===== config.mk =====
export PLATFORM = sky130hd
export DESIGN_NAME = tt_capture_flat
export DESIGN_NICKNAME = d
export VERILOG_FILES = /design/src/rtl/tt_capture_pkg.sv /design/src/rtl/tt_capture_if.sv /design/src/rtl/tt_settle_cnt.sv /design/src/rtl/tt_capture.sv /design/src/flat_wrapper.sv
export SDC_FILE = /design/constraint.sdc
export NUM_CORES = 1
export LEC_CHECK = 0
export CAP_MARGIN = 20
export CORE_MARGIN = 3
export CORE_UTILIZATION = 56
export CTS_CLUSTER_SIZE = 30
export DETAILED_ROUTE_END_ITERATION = 12
export PLACE_DENSITY = 0.83
export SYNTH_ARGS = -nofsm -noshare
export SYNTH_HDL_FRONTEND = slang
export SYNTH_SLANG_ARGS = --single-unit

===== constraint.sdc =====
create_clock -name clk -period 5.1 [get_ports clk]
set_clock_uncertainty 0.05 [all_clocks]
set_input_delay 1.02 -clock clk [delete_from_list [all_inputs] [get_ports clk]]
set_output_delay 1.02 -clock clk [all_outputs]
set_load 0.03 [all_outputs]

===== src/rtl/tt_capture_pkg.sv =====
// Shared types and helpers for the truth-table capture block.
package tt_capture_pkg;

    typedef enum logic [1:0] {
        S_IDLE,
        S_COLLECT,
        S_SETTLE,
        S_DONE
    } state_e;

    localparam int CNT_W = 4;

    function automatic int tt_width(input int n_in);
        return 2 ** n_in;
    endfunction

endpackage


===== src/rtl/tt_capture_if.sv =====
// Vector-side handshake plus the DUT output sampled by the collector.
interface tt_capture_if #(parameter int N_IN = 3);

    logic [N_IN-1:0] vec;
    logic            vec_valid;
    logic            vec_ready;
    logic            f;

    modport master (output vec, output vec_valid, output f, input vec_ready);
    modport slave  (input vec, input vec_valid, input f, output vec_ready);

endinterface


===== src/rtl/tt_settle_cnt.sv =====
// Loadable down-counter; zero_o marks the cycle whose edge records the sample.
module tt_settle_cnt #(
    parameter int W = 4
) (
    input  logic         clk,
    input  logic         rst_n,
    input  logic         load_i,
    input  logic [W-1:0] load_val_i,
    input  logic         dec_i,
    output logic         zero_o
);

    logic [W-1:0] cnt_q, cnt_d;

    always_comb begin
        cnt_d = cnt_q;
        if (load_i)
            cnt_d = load_val_i;
        else if (dec_i && cnt_q != '0)
            cnt_d = cnt_q - W'(1);
    end

    always_ff @(posedge clk or negedge rst_n) begin
        if (!rst_n) cnt_q <= '0;
        else        cnt_q <= cnt_d;
    end

    assign zero_o = (cnt_q == '0);

endmodule


===== src/rtl/tt_capture.sv =====
// Truth-table collector: accept vector, settle, sample f, tally coverage/mismatches.
// Optional TT_CAPTURE_DUP_CHECK_EN: repeated vectors are flagged instead of overwriting.
module tt_capture
    import tt_capture_pkg::*;
#(
    parameter int                           N_IN     = 3,
    parameter int                           SETTLE   = 2,
    parameter logic [tt_width(N_IN)-1:0]    EXPECTED = 8'hE8,
    localparam int                          TW       = tt_width(N_IN)
) (
    input  logic            clk,
    input  logic            rst_n,
    input  logic            start,
    tt_capture_if.slave     vif,
    output logic [TW-1:0]   tt,
    output logic [TW-1:0]   covered,
    output logic            done,
    output logic            pass,
    output logic [N_IN:0]   mism_cnt,
    output logic [N_IN-1:0] first_mism,
    output logic            first_mism_vld,
    output logic            dup_err
);

    localparam logic [CNT_W-1:0] LOAD_VAL = CNT_W'(SETTLE - 1);
    localparam logic [N_IN:0]    MCNT_MAX = (N_IN + 1)'(TW);
    localparam logic [N_IN:0]    MCNT_ONE = (N_IN + 1)'(1);

    state_e          state_q, state_d;
    logic [N_IN-1:0] idx_q, idx_d;
    logic [TW-1:0]   tt_q, tt_d;
    logic [TW-1:0]   cov_q, cov_d;
    logic [TW-1:0]   seen_q, seen_d;   // entries already counted as mismatches
    logic [N_IN:0]   mcnt_q, mcnt_d;
    logic [N_IN-1:0] fm_q, fm_d;
    logic            fmv_q, fmv_d;
    logic            dup_q, dup_d;
    logic            cnt_load, cnt_dec, cnt_zero;
    logic            rec_dup, mism;

    tt_settle_cnt #(.W(CNT_W)) u_cnt (
        .clk        (clk),
        .rst_n      (rst_n),
        .load_i     (cnt_load),
        .load_val_i (LOAD_VAL),
        .dec_i      (cnt_dec),
        .zero_o     (cnt_zero)
    );

    always_comb begin
        state_d  = state_q;
        idx_d    = idx_q;
        tt_d     = tt_q;
        cov_d    = cov_q;
        seen_d   = seen_q;
        mcnt_d   = mcnt_q;
        fm_d     = fm_q;
        fmv_d    = fmv_q;
        dup_d    = dup_q;
        cnt_load = 1'b0;
        cnt_dec  = 1'b0;
        rec_dup  = 1'b0;
        mism     = 1'b0;
        if (start) begin
            // start wins over a same-cycle handshake
            state_d = S_COLLECT;
            tt_d    = '0;
            cov_d   = '0;
            seen_d  = '0;
            mcnt_d  = '0;
            fm_d    = '0;
            fmv_d   = 1'b0;
            dup_d   = 1'b0;
        end else begin
            unique case (state_q)
                S_COLLECT: begin
                    if (vif.vec_valid) begin
                        idx_d    = vif.vec;
                        cnt_load = 1'b1;
                        state_d  = S_SETTLE;
                    end
                end
                S_SETTLE: begin
                    if (!cnt_zero) begin
                        cnt_dec = 1'b1;
                    end else begin
`ifdef TT_CAPTURE_DUP_CHECK_EN
                        rec_dup = cov_q[idx_q];
                        if (rec_dup) dup_d = 1'b1;
`endif
                        if (!rec_dup) tt_d[idx_q] = vif.f;
                        mism = !rec_dup && (vif.f != EXPECTED[idx_q]) && !seen_q[idx_q];
                        cov_d[idx_q] = 1'b1;
                        if (mism) begin
                            seen_d[idx_q] = 1'b1;
                            if (mcnt_q != MCNT_MAX) mcnt_d = mcnt_q + MCNT_ONE;
                            if (!fmv_q) begin
                                fm_d  = idx_q;
                                fmv_d = 1'b1;
                            end
                        end
                        state_d = (&cov_d) ? S_DONE : S_COLLECT;
                    end
                end
                default: ;
            endcase
        end
    end

    always_ff @(posedge clk or negedge rst_n) begin
        if (!rst_n) begin
            state_q <= S_IDLE;
            idx_q   <= '0;
            tt_q    <= '0;
            cov_q   <= '0;
            seen_q  <= '0;
            mcnt_q  <= '0;
            fm_q    <= '0;
            fmv_q   <= 1'b0;
            dup_q   <= 1'b0;
        end else begin
            state_q <= state_d;
            idx_q   <= idx_d;
            tt_q    <= tt_d;
            cov_q   <= cov_d;
            seen_q  <= seen_d;
            mcnt_q  <= mcnt_d;
            fm_q    <= fm_d;
            fmv_q   <= fmv_d;
            dup_q   <= dup_d;
        end
    end

    assign vif.vec_ready  = (state_q == S_COLLECT);
    assign tt             = tt_q;
    assign covered        = cov_q;
    assign done           = &cov_q;
    assign pass           = done && (mcnt_q == '0) && !dup_q;
    assign mism_cnt       = mcnt_q;
    assign first_mism     = fm_q;
    assign first_mism_vld = fmv_q;
    assign dup_err        = dup_q;

endmodule


===== src/flat_wrapper.sv =====
// flat-port wrapper written by rule: the top's interface ports become plain ports
module tt_capture_flat import tt_capture_pkg::*;
#(
    parameter int                           N_IN     = 3,
    parameter int                           SETTLE   = 2,
    parameter logic [tt_width(N_IN)-1:0]    EXPECTED = 8'hE8,
    localparam int                          TW       = tt_width(N_IN)
)
  (clk, rst_n, start, tt, covered, done, pass, mism_cnt, first_mism, first_mism_vld, dup_err, vif_vec, vif_vec_valid, vif_f, vif_vec_ready);
  tt_capture_if #(.N_IN(N_IN)) vif_i ();
  input  logic clk;
  input  logic rst_n;
  input  logic start;
  output logic [TW-1:0] tt;
  output logic [TW-1:0] covered;
  output logic done;
  output logic pass;
  output logic [N_IN:0] mism_cnt;
  output logic [N_IN-1:0] first_mism;
  output logic first_mism_vld;
  output logic dup_err;
  input wire logic [$bits(vif_i.vec)-1:0] vif_vec;
  input wire logic [$bits(vif_i.vec_valid)-1:0] vif_vec_valid;
  input wire logic [$bits(vif_i.f)-1:0] vif_f;
  output wire logic [$bits(vif_i.vec_ready)-1:0] vif_vec_ready;
  assign vif_i.vec = vif_vec;
  assign vif_i.vec_valid = vif_vec_valid;
  assign vif_i.f = vif_f;
  assign vif_vec_ready = vif_i.vec_ready;
  tt_capture #(.N_IN(N_IN), .SETTLE(SETTLE), .EXPECTED(EXPECTED)) u_core (.clk(clk), .rst_n(rst_n), .start(start), .vif(vif_i), .tt(tt), .covered(covered), .done(done), .pass(pass), .mism_cnt(mism_cnt), .first_mism(first_mism), .first_mism_vld(first_mism_vld), .dup_err(dup_err));
endmodule

# == Word-level counts from Yosys, hierarchy flattened ==
# Memory sizes are Yosys's and may differ from the RTL's.
# Index checks and enable logic that the tools add are counted.
# Widths: inputs -> output; s select.
# op_classes
n_addsub,2
magnitude_cmp,2
eq_ne,7
muxes,43
n_bitwise,3
n_reduce_logical,22
# ops
operator,count
$mux 8,10
$mux 4,7
$or 8x8->8,2
$reduce_and 8->1,2
$mux 3,5
$mux 1,13
$reduce_bool 2->1,5
$reduce_and 3->1,3
$bwmux 8,1
$logic_not 4->1,2
$mux 2,4
$reduce_and 4->1,2
$add 4x1->4 const B,1
$logic_and 1x1->1,4
$lt 3x4->1 const B,1
$ne 4x4->1 const B,1
$pmux 2 s2,1
$reduce_bool 4->1,1
$sub 4x1->4 const B,1
$bmux 1 s3,1
$demux 1 s3,1
$ge 3x1->1 const B,1
$ne 3x2->1 const B,1
$ne 3x3->1 const B,1
other kinds (8),8
# totals
regBits,41
mem_bits_ro,8
input_bits,8
output_inout_bits,28
word_cells,89
mem_count,1
# memory_table
name,depth,word_bits,rd,rd_ports_with_merged_regs,wr,line_no,source
(no name shown),8,1,1,0,0,tt_capture.sv:92,mism = !rec_dup && (vif.f != EXPECTED[idx_q]) && !seen_q[idx_q];

# == Longest topological paths before layout ==
# depth
word_depth,10
depth_mapped,7
ltp_nobuf,7

# == By module ==
# A second synthesis with hierarchy kept.
# hier_totals
cells_unflattened,217
hier_area_um2,2127.0
# by_module_without_submodules
module,instances,cells_per_inst,area_per_inst_um2,seq_area_each_um2
tt_capture,1,190,1856.8,925.9
tt_settle_cnt,1,27,270.3,100.1

# == Least setup slack after synthesis ==
# No wires, ideal clock.
# synth_path
path_kind,register -> output
from,register u_core.cov_q[5] (netlist: u_core.covered[5])
to,output pass
t_arrival_ns,2.795
t_required_ns,4.030
slack_ns,1.235
stages_incl_launch_ff,4
path_buffers,0
cell_sequence,dfrtp_1 -> inv_1 -> nor4_1 -> nor4bb_1
# synth_via
elab_chain_cells,2
# synth_rtl
item,line_no,source
from (decl),tt_capture.sv:32,"logic [TW-1:0] cov_q, cov_d;"
from (signal assigned),tt_capture.sv:125,cov_q <= cov_d;
$reduce_and 8->1,tt_capture.sv:137,assign done = &cov_q;
net done,flat_wrapper.sv:16,output logic done;
$logic_and 1x1->1,tt_capture.sv:138,assign pass = done && (mcnt_q == '0) && !dup_q;
to (decl),flat_wrapper.sv:17,output logic pass;
# The timed path passes the listed nets, and every way through them passes these cells.

# == Worst setup path after layout ==
# layout_path
from,register u_core.cov_q[0] (netlist: u_core.covered[0])
to,output pass
# layout_via
elab_chain_cells,2
# layout_rtl
item,line_no
$reduce_and 8->1,tt_capture.sv:137
$logic_and 1x1->1,tt_capture.sv:138
# No other way between the ends.

==> flow_summary.json <==
{
  "rsz0062_at_grt": "false",
  "critPathMaxStageDelay_ns": 0.71,
  "synth.net_count": 227,
  "grt_pass1_wl_um": 7486,
  "worstSetupStartpointType": "flip-flop",
  "crit_fanout": 5,
  "p_per_area_nw_per_um2": 317.7,
  "power_frac_seq": 0.490,
  "worstSetupEndpointType": "primary output",
  "core_um2": 3468,
  "cts_resized": 0,
  "run_status": "finished, final reports clean",
  "cts_buffers": 5,
  "cts_buffer_depth": 2,
  "crit_chain": "nand4_1 -> nor4_1 -> nor4bb_1 -> clkdlybuf4s50_1",
  "clkTransAtPathRegs_ns": 0.07,
  "cts_setup_buffers": 0,
  "antenna_found_initial": 0,
  "grtUsageMet3": 0.05491,
  "setup_violations": 0,
  "ys_types": 46,
  "die_area_um2": 4537,
  "ant_nets": 0,
  "yosys_warnings": 0,
  "routedWlPerCell_um": 15.40,
  "cts_sinks": 41,
  "cp_slowest_cell": "clkdlybuf4s50_1",
  "rows": 21,
  "utilization": 0.7312,
  "p_sw_uw": 268.0,
  "root_buffer": "clkbuf_8",
  "maxCapViolations": 0,
  "synth_edf_count": 0,
  "final_hold_viol_count": 0,
  "final_nets": 257,
  "cts_tree": "done",
  "ir_drop_v": 0.0002530,
  "crit_type": "flip-flop to primary output",
  "grt_overflow_total": 0,
  "initial_utilization": 0.6079,
  "required_ns": 4.03,
  "power.leakage_uw": 0.001110,
  "final.period_utilization": 0.6467,
  "p_int_uw": 537.7,
  "tightest_slew_ns": 0.8895,
  "avgSynthCellArea_um2": 9.761,
  "clk-insertion-delay-late_ns": 0.29,
  "grt_use_met2": 0.3460,
  "route.detailed.drc": 0,
  "grt_max_degree": 42,
  "synth-main-ff-cell": "dfrtp_1",
  "globalplace.congestion": 0.8584,
  "tns_ns": 0,
  "synth_seq_area_share": 0.4866,
  "first_pass_iters": 4,
  "vias": 1699,
  "grt_busiest_layer": "met2",
  "area_delta_synth_final_pct": 20.30,
  "port_buffers": 34,
  "via_per_inst": 5.818,
  "fp.dieW_um": 67.36,
  "fmax_ghz": 0.3032,
  "die_h_um": 67.36,
  "grt_pass1_vias": 1549,
  "syn-instance-count": 216,
  "clkPwrFrac": 0.264,
  "maxSlewHeadroom": 0.4070,
  "synth_area_um2": 2108,
  "track_usage": 0.2251,
  "finalMaxSlewViolations": 0,
  "ctsHoldBuffers": 0,
  "cp.arrival_ns": 2.23,
  "synthArstFlopShare": 1.000,
  "ys_seq_elements": 41,
  "h-tree-depth": 2,
  "ios": 36,
  "drt-total-wl_um": 4496,
  "hpwl_um": 3201,
  "sw_frac_of_total": 0.3326,
  "period_needed_ns": 3.298,
  "met1_usage": 0.3121,
  "antennaDiodeCount": 0,
  "hold_path.class": "flip-flop to flip-flop",
  "drtIter0Drc": 151,
  "drive_above_1_share": 0.08537,
  "comb_power_share": 0.246
}
[Yosys cell counts, types with 3 or more instances]
master,number,share of area
a21oi_1,15,0.036
clkbuf_1,8,0.014
dfrtp_1,41,0.49
ha_1,3,0.018
inv_1,14,0.025
mux2_2,4,0.021
mux2i_1,10,0.047
nand2_1,12,0.021
nand3_1,9,0.021
nand4_1,6,0.018
nor2_1,22,0.039
nor2b_1,6,0.018
nor3_1,4,0.0095
nor4_1,3,0.0089
o21ai_0,6,0.014
o2bb2ai_1,9,0.037
o31ai_1,5,0.018
[layout make-up]
type                            instances  area (µm²)
Multi-Input combinational cell        147       959.7
Timing Repair Buffer                   36       350.3
Inverter                               15       56.30
Fill cell                             282       932.1
Sequential cell                        41        1026
Clock buffer                            7       86.33
Tap cell                               46       57.56
[through the flow]
stage / cell area [µm²] / hold slack (ns) / worst slack [ns] / std cells / total power (µW)
2_1_floorplan: 2108 / 0.3962 / 1.235 / 216 / 541.7
3_3_place_gp: 2450 / 0.4167 / 2.130 / 285 / 593.1
3_5_place_dp: 2450 / 0.4273 / 2.077 / 285 / 597.9
4_1_cts: 2536 / 0.4453 / 1.752 / 292 / 808.6
5_1_grt: 2536 / 0.4517 / 1.535 / 292 / 845.1
6_report: 2536 / 0.4431 / 1.802 / 292 / 805.7
[power groups by stage]
stage	sequential, µW	clock (µW)	combinational, µW
floorplan	394	0	148
global placement	399	0	194
detailed placement	400	0	198
CTS	393	217	198
global route	399	228	219
finish	395	213	198
[cell families after synthesis]
logic type	count (synthesis)	share of synthesized area
AOI/OAI and AO/OA	46	0.1502
xor gates and xnor gates	2	0.008310
adders and majority gates	3	0.01781
buffers and inverters	28	0.05816
DFF	41	0.4866
muxes	15	0.07596
other	1	0.001779
and+or+nand+nor	80	0.2012
[metal layers]
layer  part of all wire  wire length, µm
met5                  0                0
met4              0.017               78
met3              0.054              243
met2               0.46             2090
met1               0.46             2083
[state kept, by name, indices dropped and copies added, names as in the netlist]
name,flops
u_core.seen_q,8
u_core.covered,8
u_core.u_cnt.cnt_q,4
u_core.mism_cnt,4
u_core.idx_q,3
u_core.tt,8
u_core.state_q,2
u_core.first_mism,3
u_core.first_mism_vld,1
[path summary, 6_finish.rpt]
path | startpoint | endpoint | slack, ns | cells after the start
worst max-delay path | u_core.covered[0]$_DFFE_PN0P_ | pass | 1.80 | 4
worst min-delay path | u_core.seen_q[5]$_DFFE_PN0P_ | u_core.seen_q[5]$_DFFE_PN0P_ | 0.44 | 1
worst max register to register | u_core.idx_q[0]$_DFFE_PN0P_ | u_core.mism_cnt[0]$_DFFE_PN0P_ | 2.74 | 5
worst min register to register | u_core.seen_q[5]$_DFFE_PN0P_ | u_core.seen_q[5]$_DFFE_PN0P_ | 0.44 | 1
max in group asynchronous | rst_n | u_core.seen_q[1]$_DFFE_PN0P_ | 3.64 | 1
min in group asynchronous | rst_n | u_core.mism_cnt[2]$_DFFE_PN0P_ | 0.80 | 1
[layout by cell type (no fill, tap or decap), types with 2 or more instances in the layout]
cell             instances
dfrtp_1                 41
clkdlybuf4s50_1         33
nor2_1                  22
a21oi_1                 15
inv_1                   14
nand2_1                 12
mux2i_1                 10
nand3_1                  9
o2bb2ai_1                9
nor2b_1                  6
nand4_1                  6
o21ai_0                  6
clkbuf_8                 6
o31ai_1                  5
mux2_2                   4
nor3_1                   4
nor4_1                   3
ha_1                     3
nand2b_1                 2
or3_1                    2
and2_1                   2
nor3b_1                  2
o21ai_1                  2
and3_1                   2
and3b_1                  2
o22ai_1                  2
buf_4                    2
[critical path: cells and delay by family, from the launching register on]
family / cells / cell delay [ns]
simple gates: 3 / 0.82
flops: 1 / 0.41
buf+inv: 1 / 0.71
Note: power is estimated with default switching activity, not from simulation.
